`src/rtl/present_inv_key_sched_pkg.sv`:
```
// rtl/present_inv_key_sched_pkg.sv - PRESENT-80 key schedule widths, S-box tables, FSM states
package present_inv_key_sched_pkg;

  localparam int KEY_W = 80;
  localparam int RK_W  = 64;

  typedef enum logic [1:0] {
    ST_IDLE = 2'd0,
    ST_FWD  = 2'd1,
    ST_EMIT = 2'd2
  } state_e;

  localparam logic [3:0] SBOX [16] = '{
    4'hC, 4'h5, 4'h6, 4'hB, 4'h9, 4'h0, 4'hA, 4'hD,
    4'h3, 4'hE, 4'hF, 4'h8, 4'h4, 4'h7, 4'h1, 4'h2
  };

  localparam logic [3:0] SBOX_INV [16] = '{
    4'h5, 4'hE, 4'hF, 4'h8, 4'hC, 4'h1, 4'h2, 4'hD,
    4'hB, 4'h4, 4'h6, 4'h3, 4'h0, 4'h7, 4'h9, 4'hA
  };

  function automatic logic [3:0] sbox4(input logic [3:0] x);
    return SBOX[x];
  endfunction

  function automatic logic [3:0] sbox4_inv(input logic [3:0] x);
    return SBOX_INV[x];
  endfunction

endpackage

```
`src/rtl/present_inv_key_sched_key_step.sv`:
```
// rtl/present_inv_key_sched_key_step.sv - one forward or inverse PRESENT-80 key-register update
// Purely combinational; inv_i selects the inverse so one instance serves both walk directions.
module present_key_step
  import present_inv_key_sched_pkg::*;
(
  input  logic [KEY_W-1:0] key_i,
  input  logic [4:0]       rc_i,
  input  logic             inv_i,
  output logic [KEY_W-1:0] key_o
);

  logic [KEY_W-1:0] fwd_k;
  logic [KEY_W-1:0] inv_t;
  logic [KEY_W-1:0] inv_k;

  always_comb begin
    fwd_k          = {key_i[18:0], key_i[79:19]};
    fwd_k[79:76]   = sbox4(fwd_k[79:76]);
    fwd_k[19:15]   = fwd_k[19:15] ^ rc_i;

    // Undo the forward ops in reverse order; the final right-rotate by 61 undoes the left-rotate.
    inv_t          = key_i;
    inv_t[19:15]   = inv_t[19:15] ^ rc_i;
    inv_t[79:76]   = sbox4_inv(inv_t[79:76]);
    inv_k          = {inv_t[60:0], inv_t[79:61]};

    key_o          = inv_i ? inv_k : fwd_k;
  end

endmodule

```
`src/rtl/present_inv_key_sched.sv`:
```
// rtl/present_inv_key_sched.sv - PRESENT-80 round keys in reverse order (K32 .. K1) over valid/ready
// Optional PRESENT_LAST_KEY_LOAD_EN adds key_is_last_i to load the final key state and skip the forward walk.
module present_inv_key_sched
  import present_inv_key_sched_pkg::*;
#(
  parameter int ROUNDS = 32,
  parameter int IDX_W  = 6
) (
  input  logic             clock_i,
  input  logic             reset_n_i,
  input  logic             start_i,
  input  logic [KEY_W-1:0] key_i,
`ifdef PRESENT_LAST_KEY_LOAD_EN
  input  logic             key_is_last_i,
`endif
  output logic             busy_o,
  output logic             rk_valid_o,
  input  logic             rk_ready_i,
  output logic [RK_W-1:0]  rk_out_o,
  output logic [IDX_W-1:0] rk_idx_o,
  output logic             rk_last_o
);

  localparam logic [4:0]       CNT_LAST  = 5'(ROUNDS - 1);
  localparam logic [IDX_W-1:0] IDX_FIRST = IDX_W'(ROUNDS);
  localparam logic [IDX_W-1:0] IDX_ONE   = IDX_W'(1);

  state_e           state_q, state_d;
  logic [KEY_W-1:0] key_q, key_d;
  logic [4:0]       cnt_q, cnt_d;
  logic [IDX_W-1:0] idx_q, idx_d;

  logic             step_inv;
  logic [4:0]       step_rc;
  logic [KEY_W-1:0] step_key;
  logic             beat;

  // In EMIT the round constant is rk_idx-1; low 5 bits of idx (32 -> 0) minus one gives 31 correctly.
  assign step_inv = (state_q == ST_EMIT);
  assign step_rc  = step_inv ? (idx_q[4:0] - 5'd1) : cnt_q;

  present_key_step u_step (
    .key_i (key_q),
    .rc_i  (step_rc),
    .inv_i (step_inv),
    .key_o (step_key)
  );

  assign beat = (state_q == ST_EMIT) && rk_ready_i;

  always_comb begin
    state_d = state_q;
    key_d   = key_q;
    cnt_d   = cnt_q;
    idx_d   = idx_q;
    unique case (state_q)
      ST_IDLE: begin
        if (start_i) begin
          key_d = key_i;
          cnt_d = 5'd1;
`ifdef PRESENT_LAST_KEY_LOAD_EN
          if (key_is_last_i) begin
            idx_d   = IDX_FIRST;
            state_d = ST_EMIT;
          end else begin
            state_d = ST_FWD;
          end
`else
          state_d = ST_FWD;
`endif
        end
      end
      ST_FWD: begin
        key_d = step_key;
        if (cnt_q == CNT_LAST) begin
          state_d = ST_EMIT;
          idx_d   = IDX_FIRST;
        end else begin
          cnt_d = cnt_q + 5'd1;
        end
      end
      ST_EMIT: begin
        if (beat) begin
          if (idx_q == IDX_ONE) begin
            state_d = ST_IDLE;
          end else begin
            key_d = step_key;
            idx_d = idx_q - IDX_ONE;
          end
        end
      end
      default: state_d = ST_IDLE;
    endcase
  end

  always_ff @(posedge clock_i or negedge reset_n_i) begin
    if (!reset_n_i) begin
      state_q <= ST_IDLE;
      key_q   <= '0;
      cnt_q   <= '0;
      idx_q   <= '0;
    end else begin
      state_q <= state_d;
      key_q   <= key_d;
      cnt_q   <= cnt_d;
      idx_q   <= idx_d;
    end
  end

  assign busy_o     = (state_q != ST_IDLE);
  assign rk_valid_o = (state_q == ST_EMIT);
  assign rk_out_o   = key_q[79:16];
  assign rk_idx_o   = idx_q;
  assign rk_last_o  = rk_valid_o && (idx_q == IDX_ONE);

endmodule

```
`config.mk`:
```
export PLATFORM = sky130hd
export DESIGN_NAME = present_inv_key_sched
export DESIGN_NICKNAME = d
export VERILOG_FILES = /design/src/rtl/present_inv_key_sched_pkg.sv /design/src/rtl/present_inv_key_sched_key_step.sv /design/src/rtl/present_inv_key_sched.sv
export SDC_FILE = /design/constraint.sdc
export NUM_CORES = 1
export LEC_CHECK = 0
export ABC_AREA = 1
export CORE_MARGIN = 2
export CORE_UTILIZATION = 54
export CTS_CLUSTER_DIAMETER = 80
export DETAILED_ROUTE_END_ITERATION = 6
export GPL_TIMING_DRIVEN = 0
export PLACE_DENSITY = 0.86
export SYNTH_ARGS = -nofsm -noshare
export SYNTH_HDL_FRONTEND = slang
export SYNTH_SLANG_ARGS = --single-unit
```
`constraint.sdc`:
```
create_clock -name clock_i -period 4.5 [get_ports clock_i]
set_input_delay 0.45 -clock clock_i [delete_from_list [all_inputs] [get_ports clock_i]]
set_output_delay 0.45 -clock clock_i [all_outputs]
set_load 0.1 [all_outputs]
```
==> flow_metrics.py, run 1 <==
metrics = {
    "global_route": {
        "grt_first_pass_wirelength_um": 34400,
        "grt_pass1_vias": 6563,
        "grt_max_degree": 52,
        "grt_use_total_pct": 34.8,
        "overflow": 0,
        "grt_antenna_before_repair": 0,
    },
    "cts": {
        "clkLatencyLatePin_ns": 0.35,
        "cts_resized": 0,
        "clock-root-buffer": "clkbuf_16",
        "cts_hold_buf": 0,
        "cts_buffer_depth": 2,
        "numCtsBuffers": 9,
        "cts_tree": "yes",
        "cts.reportedPaths.clkPinSlew_ns": 0.07,
        "cts.sinks": 93,
        "cts_max_level": 3,
        "postCtsSetupBuffers": 0,
    },
    "synthesis": {
        "ys_ff_latch": 93,
        "synth_nets": 1042,
        "async_reset_ff_share_pct": 100,
        "yosysTopAreaCell": "dfrtp_1",
        "synth_top_area_share_pct": 36.5,
        "synthTopCellsByArea": "dfrtp_1 (36%), nand2_1 (17%), o21ai_0 (11%)",
        "yosysSeqAreaShare_pct": 36.5,
        "synthMostInstantiatedCell": "nand2_1",
        "synthCells": 938,
        "synthDistinctLibCells": 34,
        "ys.flop_type": "dfrtp_1",
        "yosys_warnings": 0,
        "synth_edf_count": 0,
        "syn_area_per_cell_sq_um": 6.80,
        "synth_common_cells": "nand2_1 (294), o21ai_0 (142), dfrtp_1 (93), nor2_1 (93), buf_4 (64)",
        "syn-cell-area_sq_um": 6380,
    },
    "placement": {
        "detailedPlace.worstSlack_ns": 1.83,
        "place_area_sq_um": 8140,
        "hpwl_um": 16100,
        "port_buffers": 156,
        "gp_congestion": 1.02,
    },
    "layout": {
        "finalNetCount": 1210,
        "antenna_cells": 0,
        "fillers": 925,
        "seq_area_sq_um": 2330,
        "drive_gt1_share_pct": 10.4,
        "multiInputGateArea_sq_um": 3100,
        "area_growth_pct": 32.4,
        "postLayoutCellArea_sq_um": 8450,
    },
    "detailed_routing": {
        "via_per_inst": 5.65,
        "met1_length_um": 8740,
        "drt-pass1-iter-count": 5,
        "met3_length_um": 2800,
        "drt_iter0_drc": 805,
        "wl_per_cell_um": 17.6,
        "dr_wl_met2_um": 9880,
        "vias": 7082,
        "antenna_left": 0,
        "routed.top_layer": "met4",
        "drc": 0,
        "totalWireLength_um": 22100,
    },
    "sta": {
        "tightest_slew_ns": 0.986,
        "hold_violations": 0,
        "fmax_mhz": 326,
        "slew_headroom_pct": 34.0,
        "final.period_utilization_pct": 68.2,
        "clock_skew_ns": 0.0107,
        "setup_viol": 0,
        "rsz0062_at_grt": "no",
        "final_max_slew_viol_count": 0,
        "layout_min_cycle_time_ns": 3.07,
        "setup_ws_ns": 1.43,
    },
    "critical_path": {
        "critPathLaunchType": "flop",
        "worstPathMaxFanout": 6,
        "critPathArrivalTime_ns": 2.62,
        "required_ns": 4.05,
        "path_class": "reg -> out",
        "end_kind": "output port",
    },
    "floorplanning": {
        "ios": 157,
        "die_w_um": 113,
        "die_h_um": 113,
        "core_area_sq_um": 11500,
        "die_area_sq_um": 12700,
        "num_rows": 39,
        "initial_core_util_pct": 55.6,
    },
    "outcome": {
        "status": "completed",
    },
    "job": {
        "drv_cap": 0,
    },
    "worst_hold_path": {
        "hp-class": "in -> async",
    },
}
## final timing paths
kind                         endpoint  cells after the start  slack [ns]       start
max                         rk_last_o                      5        1.43  state_q[0]
min                        state_q[1]                      1        0.09   reset_n_i
max reg2reg                 key_q[48]                      8        2.14  state_q[0]
min reg2reg                 key_q[11]                      2        0.50   key_q[11]
max in group asynchronous   key_q[39]                      2        3.71   reset_n_i
min in group clock_i        key_q[11]                      2        0.50   key_q[11]
## metal layers
| layer | up-vias | track usage (%) |
|---|---|---|
| met5 | - | 0 |
| met4 | 0 | 12.8 |
| met3 | 57 | 6.86 |
| met2 | 509 | 53.3 |
| met1 | 3234 | 49.3 |
| li1 | 3282 | - |
## stage by stage
stage	instances	utilization, %	hold slack, ns	TNS (ns)
4_1_cts	1254	73.6	0.123	0
2_1_floorplan	938	-	0.154	0
6_report	1254	73.6	0.0927	0
3_5_place_dp	1238	71.0	0.483	0
3_3_place_gp	1237	70.8	0.484	-50.08
5_1_grt	1254	73.6	0.146	0
## critical path, cell delays in order, from the launching register on
cell	delay [ns]
dfrtp_1	0.40
inv_1	0.14
ha_1	0.33
inv_2	0.11
nor2_2	0.15
clkdlybuf4s50_1	1.15
## area by class of cell
cell class | instances | area share (%)
tap | 143 | 2.12
buffer | 116 | 8.62
timing repair buffer | 157 | 18.8
inverter | 60 | 2.67
multi-input combinational | 669 | 36.7
clock buffer | 11 | 2.87
sequential | 93 | 27.6
clock inverter | 5 | 0.711
## registers in the layout (all words and copies together) (netlist names)
signal and cells:
cnt_q 5, rk_idx_o 6, key_q 80, state_q 2
## cell usage in the layout, fill, tap and decap left out, types with 4 or more instances in the layout
cell             Yosys  final
clkbuf_1            27     28
clkdlybuf4s50_1      0    155
dfrtp_1             93     93
buf_6                4      4
nand3_1             20     20
nand2_1            294    294
o21ai_0            142    142
a21oi_1             26     26
nor2_1              93     93
clkbuf_16            0      9
o21ai_1             41     41
buf_2               18     18
nor3_1               5      5
or2_2                4      4
inv_1               57     57
buf_4               64     65
ha_1                20     20
## logic make-up after synthesis
kind of cell	share of synthesized area (%)
xor gates and xnor gates	0.687
DFF	36.5
buffers and inverters	15.0
and+or+nand+nor	26.1
adders and majority gates	3.92
AOI/OAI and AO/OA	17.9
Power of run 1 is not shown: default switching activity piles up to over one toggle a cycle in this logic, so the estimate is an artifact.
==> run 2, diff against run 1 <==
- CORE_UTILIZATION: 54 -> 46
- PLACE_DENSITY: 0.86 -> 0.78
- clock period: 4.5 -> 2.7 ns (I/O delays scaled with it)
==> run 2 against run 1 <==
- critical endpoint is now rk_valid_o
- largest cell class unchanged
- non-clock buffer count rose by 1
- via count is 1.8% lower
- highest routed layer unchanged
- flip-flop and latch count unchanged
==> flow_metrics.py, run 2 (synthesized netlist as in run 1, its figures left out) <==
metrics = {
    "outcome": {
        "status": "completed",
    },
    "worst_hold_path": {
        "hp-class": "in -> async",
    },
    "cts": {
        "cts.reportedPaths.clkPinSlew_ns": 0.07,
        "numCtsBuffers": 9,
        "cts_max_level": 3,
        "cts.sinks": 93,
        "clock-root-buffer": "clkbuf_16",
        "cts_buffer_depth": 2,
        "clkLatencyLatePin_ns": 0.35,
        "cts_tree": "yes",
    },
    "global_route": {
        "grt_antenna_before_repair": 0,
        "overflow": 0,
        "grt_use_total_pct": 30.8,
        "grt_max_degree": 72,
        "grt_first_pass_wirelength_um": 34700,
        "grt_pass1_vias": 6337,
    },
    "layout": {
        "drive_gt1_share_pct": 10.4,
        "fillers": 1254,
        "largest_reg_flops": 80,
        "finalNetCount": 1211,
        "seq_area_sq_um": 2330,
        "area_growth_pct": 33.8,
        "regMostFlops": "key_q",
        "final_common_cell": "nand2_1",
        "multiInputGateArea_sq_um": 3100,
        "layout_common_cells": "nand2_1 (294), clkdlybuf4s50_1 (154), o21ai_0 (142)",
        "antenna_cells": 0,
    },
    "detailed_routing": {
        "via_per_inst": 5.38,
        "antenna_left": 0,
        "vias": 6953,
        "drc": 0,
        "wl_per_cell_um": 17.2,
        "drt_iter0_drc": 769,
        "drt-pass1-iter-count": 5,
        "totalWireLength_um": 22300,
    },
    "job": {
        "drv_cap": 0,
    },
    "sta": {
        "hold_violations": 0,
        "setup_viol": 0,
        "clock_skew_ns": 0.00903,
        "tightest_slew_ns": 0.980,
        "layout_min_cycle_time_ns": 2.57,
        "whs_ns": 0.375,
        "final_max_slew_viol_count": 0,
        "slew_headroom_pct": 34.4,
        "final.period_utilization_pct": 95.2,
        "rsz0062_at_grt": "no",
        "fmax_mhz": 389,
    },
    "placement": {
        "hpwl_um": 16200,
        "port_buffers": 156,
        "gp_congestion": 0.981,
    },
    "critical_path": {
        "path_class": "reg -> out",
        "critPathArrivalTime_ns": 2.30,
        "end_kind": "output port",
        "worstPathMaxFanout": 5,
        "critPathLaunchType": "flop",
        "required_ns": 2.43,
    },
    "floorplanning": {
        "core_area_sq_um": 13700,
        "die_w_um": 122,
        "die_area_sq_um": 14800,
        "num_rows": 43,
        "die_h_um": 122,
        "initial_core_util_pct": 46.5,
        "ios": 157,
    },
}
## run 2: area by class of cell
class                           count  area share [%]
Tap cell                          180            2.64
Clock inverter                      5           0.968
Inverter                           60            2.64
Clock buffer                       11            2.85
Sequential cell                    93            27.3
Buffer                            116            8.54
Timing Repair Buffer              158            18.7
Multi-Input combinational cell    669            36.4
## run 2: final timing paths
| kind | to | cells past startpoint | slack, ns | startpoint |
|---|---|---|---|---|
| max in group asynchronous | key_q[41] | 3 | 1.66 | reset_n_i |
| worst min register to register | key_q[7] | 2 | 0.51 | key_q[7] |
| min in group clock_i | key_q[7] | 2 | 0.51 | key_q[7] |
| worst max-delay path | rk_valid_o | 3 | 0.13 | state_q[0] |
| worst min-delay path | state_q[0] | 2 | 0.37 | reset_n_i |
| worst max register to register | key_q[68] | 8 | 0.31 | state_q[0] |
## run 2: what timing repair did
item                                    in CTS  in global routing
hold endpoints to repair                    22                  0
resized for setup                            1                  0
setup buffers                                0                  0
endpoints found under the setup margin       1                  0
hold buffers                                 1                  0
## run 2: critical path, stage by stage (launching register included)
cell and delay, ns:
dfrtp_1 0.40, inv_1 0.14, ha_2 0.26, clkdlybuf4s50_1 1.16
## run 2: routing by layer
layer	track usage [%]	routed length, um	vias to the layer above
met5	0	0	-
met4	10.9	686	0
met3	5.29	2610	53
met2	46.5	9850	428
met1	44.5	9140	3184
li1	-	-	3288
## run 2: per-stage QoR
step	worst slack [ns]	instances	setup TNS [ns]	util (%)	cell area [sq um]
2_1_floorplan	0.0105	938	0	-	6380
4_1_cts	0.116	1292	0	62.2	8530
3_5_place_dp	0.277	1275	0	59.7	8200
6_report	0.129	1292	0	62.2	8530
5_1_grt	0.0861	1292	0	62.2	8530
3_3_place_gp	-2.20	1274	-204.14	59.6	8170
Power of run 2 is left out for the same reason.
